$ cat src/rtl/reset_sequencer.sv
// Power-on / software reset sequencer: holds all reset outputs for a programmable
// time, then releases them one by one in bit order with a fixed gap.
module reset_sequencer #(
  parameter int NUM_OUTPUTS     = 4,
  parameter int CYCLES_IN_RESET = 20,
  parameter int STAGE_DELAY     = 8,
  parameter int SYNC_STAGES     = 3,
  parameter int CNT_W           = 8
) (
  input  logic                   clk,
  input  logic                   rst_n,
  input  logic                   sw_reset_req,
  input  logic                   hold_reset,
  output logic [NUM_OUTPUTS-1:0] reset_out,
  output logic                   busy,
  output logic                   done
);

  localparam int IDX_W = $clog2(NUM_OUTPUTS + 1);
  localparam logic [CNT_W-1:0]       HOLD_LAST  = CNT_W'(CYCLES_IN_RESET - 1);
  localparam logic [CNT_W-1:0]       STAGE_LAST = CNT_W'(STAGE_DELAY - 1);
  localparam logic [IDX_W-1:0]       LAST_IDX   = IDX_W'(NUM_OUTPUTS - 1);
  localparam logic [NUM_OUTPUTS-1:0] ALL_ON     = '1;

  if (NUM_OUTPUTS < 1 || NUM_OUTPUTS > 16) begin : g_bad_num_outputs
    $error("reset_sequencer: NUM_OUTPUTS must be in 1..16");
  end
  if (CYCLES_IN_RESET < 1 || CYCLES_IN_RESET >= (2 ** CNT_W)) begin : g_bad_cycles_in_reset
    $error("reset_sequencer: CYCLES_IN_RESET must be >=1 and < 2**CNT_W");
  end
  if (STAGE_DELAY < 1 || STAGE_DELAY >= (2 ** CNT_W)) begin : g_bad_stage_delay
    $error("reset_sequencer: STAGE_DELAY must be >=1 and < 2**CNT_W");
  end
  if (SYNC_STAGES < 2) begin : g_bad_sync_stages
    $error("reset_sequencer: SYNC_STAGES must be >=2");
  end

  typedef enum logic [1:0] {
    ST_INIT    = 2'd0,
    ST_HOLD    = 2'd1,
    ST_RELEASE = 2'd2,
    ST_IDLE    = 2'd3
  } state_t;

  state_t                   state_q, state_d;
  logic [CNT_W-1:0]         cnt_q, cnt_d;
  logic [IDX_W-1:0]         idx_q, idx_d;
  logic [NUM_OUTPUTS-1:0]   reset_out_d;
  logic                     busy_d;
  logic                     done_d;
  logic [SYNC_STAGES-1:0]   sync_q;
  logic                     chain_rise;

  always_ff @(posedge clk or negedge rst_n) begin
    if (!rst_n) begin
      sync_q <= '0;
    end else begin
      sync_q <= {sync_q[SYNC_STAGES-2:0], 1'b1};
    end
  end

  // HOLD is entered on the same edge the chain output goes high, so look one stage back.
  assign chain_rise = sync_q[SYNC_STAGES-2] || sync_q[SYNC_STAGES-1];

  always_ff @(posedge clk or negedge rst_n) begin
    if (!rst_n) begin
      state_q   <= ST_INIT;
      cnt_q     <= '0;
      idx_q     <= '0;
      reset_out <= ALL_ON;
      busy      <= 1'b1;
      done      <= 1'b0;
    end else begin
      state_q   <= state_d;
      cnt_q     <= cnt_d;
      idx_q     <= idx_d;
      reset_out <= reset_out_d;
      busy      <= busy_d;
      done      <= done_d;
    end
  end

  always_comb begin
    state_d = state_q;
    cnt_d   = cnt_q;
    idx_d   = idx_q;
    done_d  = 1'b0;
    if (state_q != ST_INIT && sw_reset_req) begin
      state_d = ST_HOLD;
      cnt_d   = '0;
      idx_d   = '0;
    end else begin
      case (state_q)
        ST_INIT: begin
          if (chain_rise) begin
            state_d = ST_HOLD;
            cnt_d   = '0;
          end
        end
        ST_HOLD: begin
          if (hold_reset) begin
            cnt_d = '0;
          end else if (cnt_q == HOLD_LAST) begin
            cnt_d = '0;
            idx_d = IDX_W'(1);
            if (NUM_OUTPUTS == 1) begin
              state_d = ST_IDLE;
              done_d  = 1'b1;
            end else begin
              state_d = ST_RELEASE;
            end
          end else begin
            cnt_d = cnt_q + 1'b1;
          end
        end
        ST_RELEASE: begin
          if (cnt_q == STAGE_LAST) begin
            cnt_d = '0;
            idx_d = idx_q + 1'b1;
            if (idx_q == LAST_IDX) begin
              state_d = ST_IDLE;
              done_d  = 1'b1;
            end
          end else begin
            cnt_d = cnt_q + 1'b1;
          end
        end
        ST_IDLE: begin
          state_d = ST_IDLE;
        end
        default: begin
          state_d = ST_INIT;
        end
      endcase
    end
  end

  // Outputs are computed from the next state so the registered copies line up.
  always_comb begin
    reset_out_d = ALL_ON;
    case (state_d)
      ST_INIT:    reset_out_d = ALL_ON;
      ST_HOLD:    reset_out_d = ALL_ON;
      ST_RELEASE: reset_out_d = ALL_ON << idx_d;
      ST_IDLE:    reset_out_d = '0;
      default:    reset_out_d = ALL_ON;
    endcase
    busy_d = |reset_out_d;
  end

endmodule

$ cat config.mk
export PLATFORM = sky130hd
export DESIGN_NAME = reset_sequencer
export DESIGN_NICKNAME = d
export VERILOG_FILES = /design/src/rtl/reset_sequencer.sv
export SDC_FILE = /design/constraint.sdc
export NUM_CORES = 1
export LEC_CHECK = 0
export BUFFER_PORTS_ARGS = -buffer_cell sky130_fd_sc_hd__buf_2
export CORE_MARGIN = 2
export CORE_UTILIZATION = 50
export DETAILED_ROUTE_END_ITERATION = 10
export PLACE_DENSITY = 0.68
export SETUP_SLACK_MARGIN = 0.3
export SLEW_MARGIN = 30
export SYNTH_ARGS = -nofsm -noshare
export SYNTH_HDL_FRONTEND = slang
export SYNTH_SLANG_ARGS = --single-unit
$ cat constraint.sdc
create_clock -name clk -period 2.6 [get_ports clk]
set_input_delay 0.52 -clock clk [delete_from_list [all_inputs] [get_ports clk]]
set_output_delay 0.52 -clock clk [all_outputs]
set_load 0.05 [all_outputs]
==> reports/qor.csv, run 1 <==
metric,value,unit
antenna_found_initial,0,
synth_flop_cell,dfrtp_1,
globalplace.congestion,0.875,
via_per_inst,6.04,
io_buffers,9,
hold_violations,0,
cts_tree,done,
core_area,2480,µm²
path_delay_family,compound AO/OA/AOI/OAI gates,
drcViolationCount,0,
maxCapViolations,0,
synth.largest_area_cell,dfrtp_1,
grt.overflow.total,0,
grt_pass1_vias,993,
yosys_register_bits,22,
drt_iter0_markers,14,
drt_wl_total,2.88,mm
async_reset_ff_frac,1.00,
nNetsFinal,153,
utilization,0.593,
clk_latency,0.31,ns
multi_input_area,723,µm²
syn_to_final_growth,13.1,%
syn_nets,139,
start_util,0.525,
avgRoutedWirePerCell,16.9,µm
rows,18,
ys_seq_area_frac,0.428,
cellPowerDensity,642,nW/µm²
die_y,55.0,µm
avgSynthCellArea,10.2,µm²
die_w,55.0,µm
crit_path_end_kind,register,
grt_max_degree,23,
fin_skew,0.00590,ns
power.total,0.943,mW
max_freq,451,MHz
drv_slew,0,
crit_slowest_cell,or4_4,
numCtsBuffers,3,
finalCritPeriodShare,0.852,
grtUsageTotal,0.218,
grt_setup_unrepaired,false,
cp_max_fo,10,
hold_buffers,0,
root_buffer,clkbuf_4,
antenna_cells,0,
yosysTopAreaCellShare,0.327,
dp_cells,164,
clock_sinks,22,
yosysMostFrequentCell,dfrtp_1,
crit_arrival,2.43,ns
hp-class,in -> async,
grt_pass1_wl,4.69,mm
crit_chain,or4_4 > o311ai_4 > a211oi_4 > buf_4 > a21o_1 > a22o_1,
clk_pin_slew_worst_paths,0.13,ns
crit_required,2.81,ns
start_kind,register,
synth-edff-count,0,
yosys-top-cells-area,"dfrtp_1 (33%), dfstp_2 (10%), ha_1 (7.7%)",
dr.pass1.iters,4,
vias,1027,
drive_gt1_frac,0.293,
register_area,559,µm²
fin_tns_setup,0,ns
synth_commonest_cells,"dfrtp_1 (17), nand2_1 (14), ha_1 (8)",
synth_cell_types,50,
io_pins,10,
fillCellCount,220,
synthCells,127,
dieArea,3020,µm²
ys.warnings.count,0,
leakage,0.629,nW
outcome,completed,
drt.antenna.violating_nets,0,
hpwl,2.04,mm
worst-setup-path-type,reg -> reg,
mappedNetlistArea,1300,µm²
vdd_drop_max,0.439,mV
critPathBufInv,1,
cts_buffer_depth,2,
whs,0.145,ns
setup_viol,0,
ctsHtreeMaxLevel,1,
max_stage_delay,0.66,ns
final_cells,170,
post-route-min-period,2.22,ns
[cells by family after synthesis]
logic type / after synthesis / synth area share
AOI/OAI and AO/OA: 37 / 0.234
xor gates and xnor gates: 1 / 0.00674
adders and majority gates: 8 / 0.0770
buffers and inverters: 10 / 0.0404
DFF: 22 / 0.428
muxes: 2 / 0.0173
other: 1 / 0.00288
and+or+nand+nor: 46 / 0.193
[final cells by class]
class | count | share of cell area
Timing Repair Buffer | 13 | 0.0511
Clock buffer | 3 | 0.0153
Multi-Input combinational cell | 95 | 0.492
Tap cell | 30 | 0.0255
Sequential cell | 22 | 0.380
Clock inverter | 1 | 0.0204
Inverter | 6 | 0.0153
[repair_timing]
action,4_1_cts,5_1_grt
resized for setup,5,6
pin swaps,0,3
buffers inserted,0,2
endpoints found under the setup margin,10,10
cloned,0,0
[through the flow]
stage	area, µm²	setup slack [ns]
floorplan	1300	0.529
global placement	1370	0.342
detailed placement	1370	0.266
CTS	1440	0.283
global route	1470	0.303
finish	1470	0.384
[state kept, by name, indices dropped and copies added, names as in the netlist]
| register | flops |
|---|---|
| cnt_q | 8 |
| reset_out | 4 |
| idx_q | 3 |
| sync_q | 3 |
| state_q | 2 |
| busy | 1 |
| done | 1 |
[placed cells by master (no fill, tap or decap), types with 2 or more instances in the layout]
cell,n
nand3_1,3
a32oi_1,2
o31ai_2,2
nand2_1,14
nor2_1,6
mux2_2,2
and2_1,2
nor3_1,2
nand2b_1,2
buf_4,4
inv_1,6
a21oi_1,5
and3b_1,2
o21ai_1,3
nand4_1,2
dfrtp_2,2
clkbuf_4,3
ha_1,6
o211ai_1,4
buf_2,9
ha_2,2
dfrtp_1,15
nand3b_1,3
dfstp_2,5
a22o_1,3
o21ai_0,2
[per-layer routing]
metal,vias to the layer above,GRT usage,part of all wire
met3,4,0.0242,0.033
met1,512,0.284,0.44
met2,16,0.375,0.52
met5,-,0,0
li1,495,-,-
met4,0,0.0732,0.0069
[where the power goes]
part           leakage, nW  internal (mW)  switching, mW  total, mW
registers            0.275          0.366         0.0228      0.389
clock network       0.0279          0.156          0.110      0.266
logic                0.326          0.117          0.171      0.288
total                0.629          0.640          0.304      0.943
[worst paths after layout]
path	startpoint	end	slack, ns	cells past startpoint
worst max-delay path	cnt_q[3]$_DFFE_PN0P_	cnt_q[5]$_DFFE_PN0P_	0.38	6
worst min-delay path	rst_n	idx_q[2]$_DFF_PN0_	0.14	1
worst max register to register	cnt_q[3]$_DFFE_PN0P_	cnt_q[5]$_DFFE_PN0P_	0.38	6
worst min register to register	sync_q[0]$_DFF_PN0_	sync_q[1]$_DFF_PN0_	0.37	0
max in group asynchronous	rst_n	state_q[1]$_DFF_PN0_	2.08	1
min in group clk	sync_q[0]$_DFF_PN0_	sync_q[1]$_DFF_PN0_	0.37	0
(Power assumes the default switching activity.)
==> inputs of run 2 (changes only) <==
--- a/config.mk
+++ b/config.mk
@@ -8,6 +8,7 @@
 export BUFFER_PORTS_ARGS = -buffer_cell sky130_fd_sc_hd__buf_2
 export CORE_MARGIN = 2
 export CORE_UTILIZATION = 50
+export CTS_CLUSTER_SIZE = 8
 export DETAILED_ROUTE_END_ITERATION = 10
 export PLACE_DENSITY = 0.68
 export SETUP_SLACK_MARGIN = 0.3
==> constraint.sdc (replaced) <==
create_clock -name clk -period 2.4 [get_ports clk]
set_input_delay 0.48 -clock clk [delete_from_list [all_inputs] [get_ports clk]]
set_output_delay 0.48 -clock clk [all_outputs]
set_load 0.05 [all_outputs]
==> reports/qor.csv, run 2 (synthesis results as in run 1) <==
metric,value,unit,change
outcome,completed,,unchanged
rows,18,,unchanged
globalRouteMet1Util,0.249,,was 0.284
vdd_drop_max,0.490,mV,was 0.439 mV
switchingPower,0.323,mW,was 0.304 mW
r2r_start,cnt_q[5]$_DFFE_PN0P_,,was cnt_q[3]$_DFFE_PN0P_
p_int,0.710,mW,was 0.640 mW
syn_to_final_growth,19.2,%,was 13.1%
fin_tns_setup,0,ns,unchanged
grt-busiest-layer,met2,,unchanged
crit_chain,or4_4 > o211ai_1 > o41ai_4 > a211o_1 > o31ai_2,,was or4_4 > o311ai_4 > a211oi_4 > buf_4 > a21o_1 > a22o_1
fillCellCount,211,,was 220
path_delay_family,compound AO/OA/AOI/OAI gates,,unchanged
drt_wl_total,2.93,mm,was 2.88 mm
maxCapViolations,0,,unchanged
via_per_inst,6.10,,was 6.04
dieArea,3020,µm²,unchanged
finalCritPeriodShare,0.892,,was 0.852
ctsHtreeMaxLevel,1,,unchanged
cts_buffer_depth,2,,unchanged
p_comb_frac,0.331,,was 0.306
critPathBufInv,0,,was 1
grt_pass1_vias,933,,was 993
grt_pass1_wl,4.22,mm,was 4.69 mm
grtUsageMet2,0.343,,was 0.375
io_pins,10,,unchanged
drt.antenna.violating_nets,0,,unchanged
crit_required,2.63,ns,was 2.81 ns
clock_sinks,22,,unchanged
grtUsageTotal,0.199,,was 0.218
setup_viol,0,,unchanged
worst-setup-path-type,reg -> reg,,unchanged
cellPowerDensity,666,nW/µm²,was 642 nW/µm²
cts_tree,done,,unchanged
die_y,55.0,µm,unchanged
grt.overflow.total,0,,unchanged
post-route-min-period,2.14,ns,was 2.22 ns
dr.pass1.iters,4,,unchanged
crit_arrival,2.37,ns,was 2.43 ns
post-place-ws,0.123,ns,was 0.266 ns
hold_buffers,0,,unchanged
hpwl,1.95,mm,was 2.04 mm
leakage,0.674,nW,was 0.629 nW
start_kind,register,,unchanged
antenna_cells,0,,unchanged
p_seq_frac,0.399,,was 0.413
nNetsFinal,160,,was 153
fin_skew,0.000865,ns,was 0.00590 ns
drt_iter0_markers,33,,was 14
max_stage_delay,0.60,ns,was 0.66 ns
reg_top3,"cnt_q (8), reset_out (4)",,unchanged
core_area,2480,µm²,unchanged
vias,1080,,"was 1,027"
root_buffer,clkbuf_4,,unchanged
crit_path_end_kind,register,,unchanged
crit_slowest_cell,or4_4,,unchanged
worst_slack,0.260,ns,was 0.384 ns
io_buffers,9,,unchanged
drcViolationCount,0,,unchanged
largest_reg_flops,8,,unchanged
max_freq,467,MHz,was 451 MHz
grt_use_met3,0.0188,,was 0.0242
r2r_cells,5,,was 6
clk_pin_slew_worst_paths,0.12,ns,was 0.13 ns
p_sw_frac,0.313,,was 0.322
cp_max_fo,6,,was 10
mostFrequentLayoutCells,"dfrtp_1 (16), nand2_1 (14), buf_2 (9), buf_4 (9)",,"was dfrtp_1 (15), nand2_1 (14), buf_2 (9)"
avgRoutedWirePerCell,16.6,µm,was 16.9 µm
whs,0.112,ns,was 0.145 ns
start_util,0.525,,unchanged
drive_gt1_frac,0.320,,was 0.293
clock_power_share,0.270,,was 0.282
clk_latency,0.30,ns,was 0.31 ns
globalplace.congestion,0.940,,was 0.875
r2r_end,reset_out[0]$_DFF_PN1_,,was cnt_q[5]$_DFFE_PN0P_
reg2reg_slack,0.26,ns,was 0.38 ns
top_register,cnt_q,,unchanged
numCtsBuffers,3,,unchanged
hold_violations,0,,unchanged
hp-class,in -> async,,unchanged
mostFrequentLayoutCell,dfrtp_1,,unchanged
grt_setup_unrepaired,true,,was false
grt_max_degree,23,,unchanged
drv_slew,0,,unchanged
antenna_found_initial,0,,unchanged
die_w,55.0,µm,unchanged
run 2: stage by stage:
step	util	total power [mW]	instance area, µm²	cells
finish	0.626	1.03	1550	177
global route	0.626	1.09	1550	177
CTS	0.598	1.01	1480	173
detailed placement	0.564	0.693	1400	168
global placement	0.564	0.685	1400	168
floorplan	-	0.637	1300	127
run 2: area by class of cell:
type	count	area, µm²	share of cell area
well taps	30	37.5	0.0242
repair buffers	19	133	0.0856
multi-input cells	96	747	0.482
clock inverters	1	30.0	0.0194
inverters	6	22.5	0.0145
flip-flops and latches	22	558	0.360
clock buffers	3	22.5	0.0145
run 2: metal layers:
layer | wire (µm) | vias to the layer above | share of wire
met4 | 36 | 0 | 0.012
li1 | - | 509 | -
met2 | 1490 | 30 | 0.51
met5 | 0 | - | 0
met3 | 123 | 4 | 0.042
met1 | 1290 | 537 | 0.44
run 2: worst register-to-register path, delay by kind of cell, from the launching register on:
family,cells,cell delay [ns]
compound gates,4,1.00
flops,1,0.46
simple gates,1,0.60
run 2: worst max path at each step:
stage                               startpoint                endpoint  slack (ns)  depth (start not counted)
after floorplan           state_q[0]$_DFF_PN0_  reset_out[0]$_DFF_PN1_        0.33                          7
after global placement    cnt_q[5]$_DFFE_PN0P_    cnt_q[5]$_DFFE_PN0P_        0.17                          5
after detailed placement  state_q[0]$_DFF_PN0_  reset_out[0]$_DFF_PN1_        0.12                          7
after CTS                 cnt_q[0]$_DFFE_PN0P_  reset_out[0]$_DFF_PN1_        0.29                          6
after global routing      cnt_q[5]$_DFFE_PN0P_  reset_out[0]$_DFF_PN1_        0.18                          5
final                     cnt_q[5]$_DFFE_PN0P_  reset_out[0]$_DFF_PN1_        0.26                          5
run 2: power groups by stage:
| stage | Clock (mW) | Combinational (mW) | Sequential, mW |
|---|---|---|---|
| 6_report | 0.279 | 0.342 | 0.412 |
| 5_1_grt | 0.309 | 0.372 | 0.414 |
| 4_1_cts | 0.293 | 0.302 | 0.411 |
| 3_5_place_dp | 0 | 0.271 | 0.422 |
| 3_3_place_gp | 0 | 0.264 | 0.420 |
| 2_1_floorplan | 0 | 0.209 | 0.428 |
run 2: what timing repair did:
item	in CTS	in global routing
pin swaps	1	4
cloned	0	1
endpoints found under the setup margin	11	9
resized for setup	6	6
buffers inserted	1	3
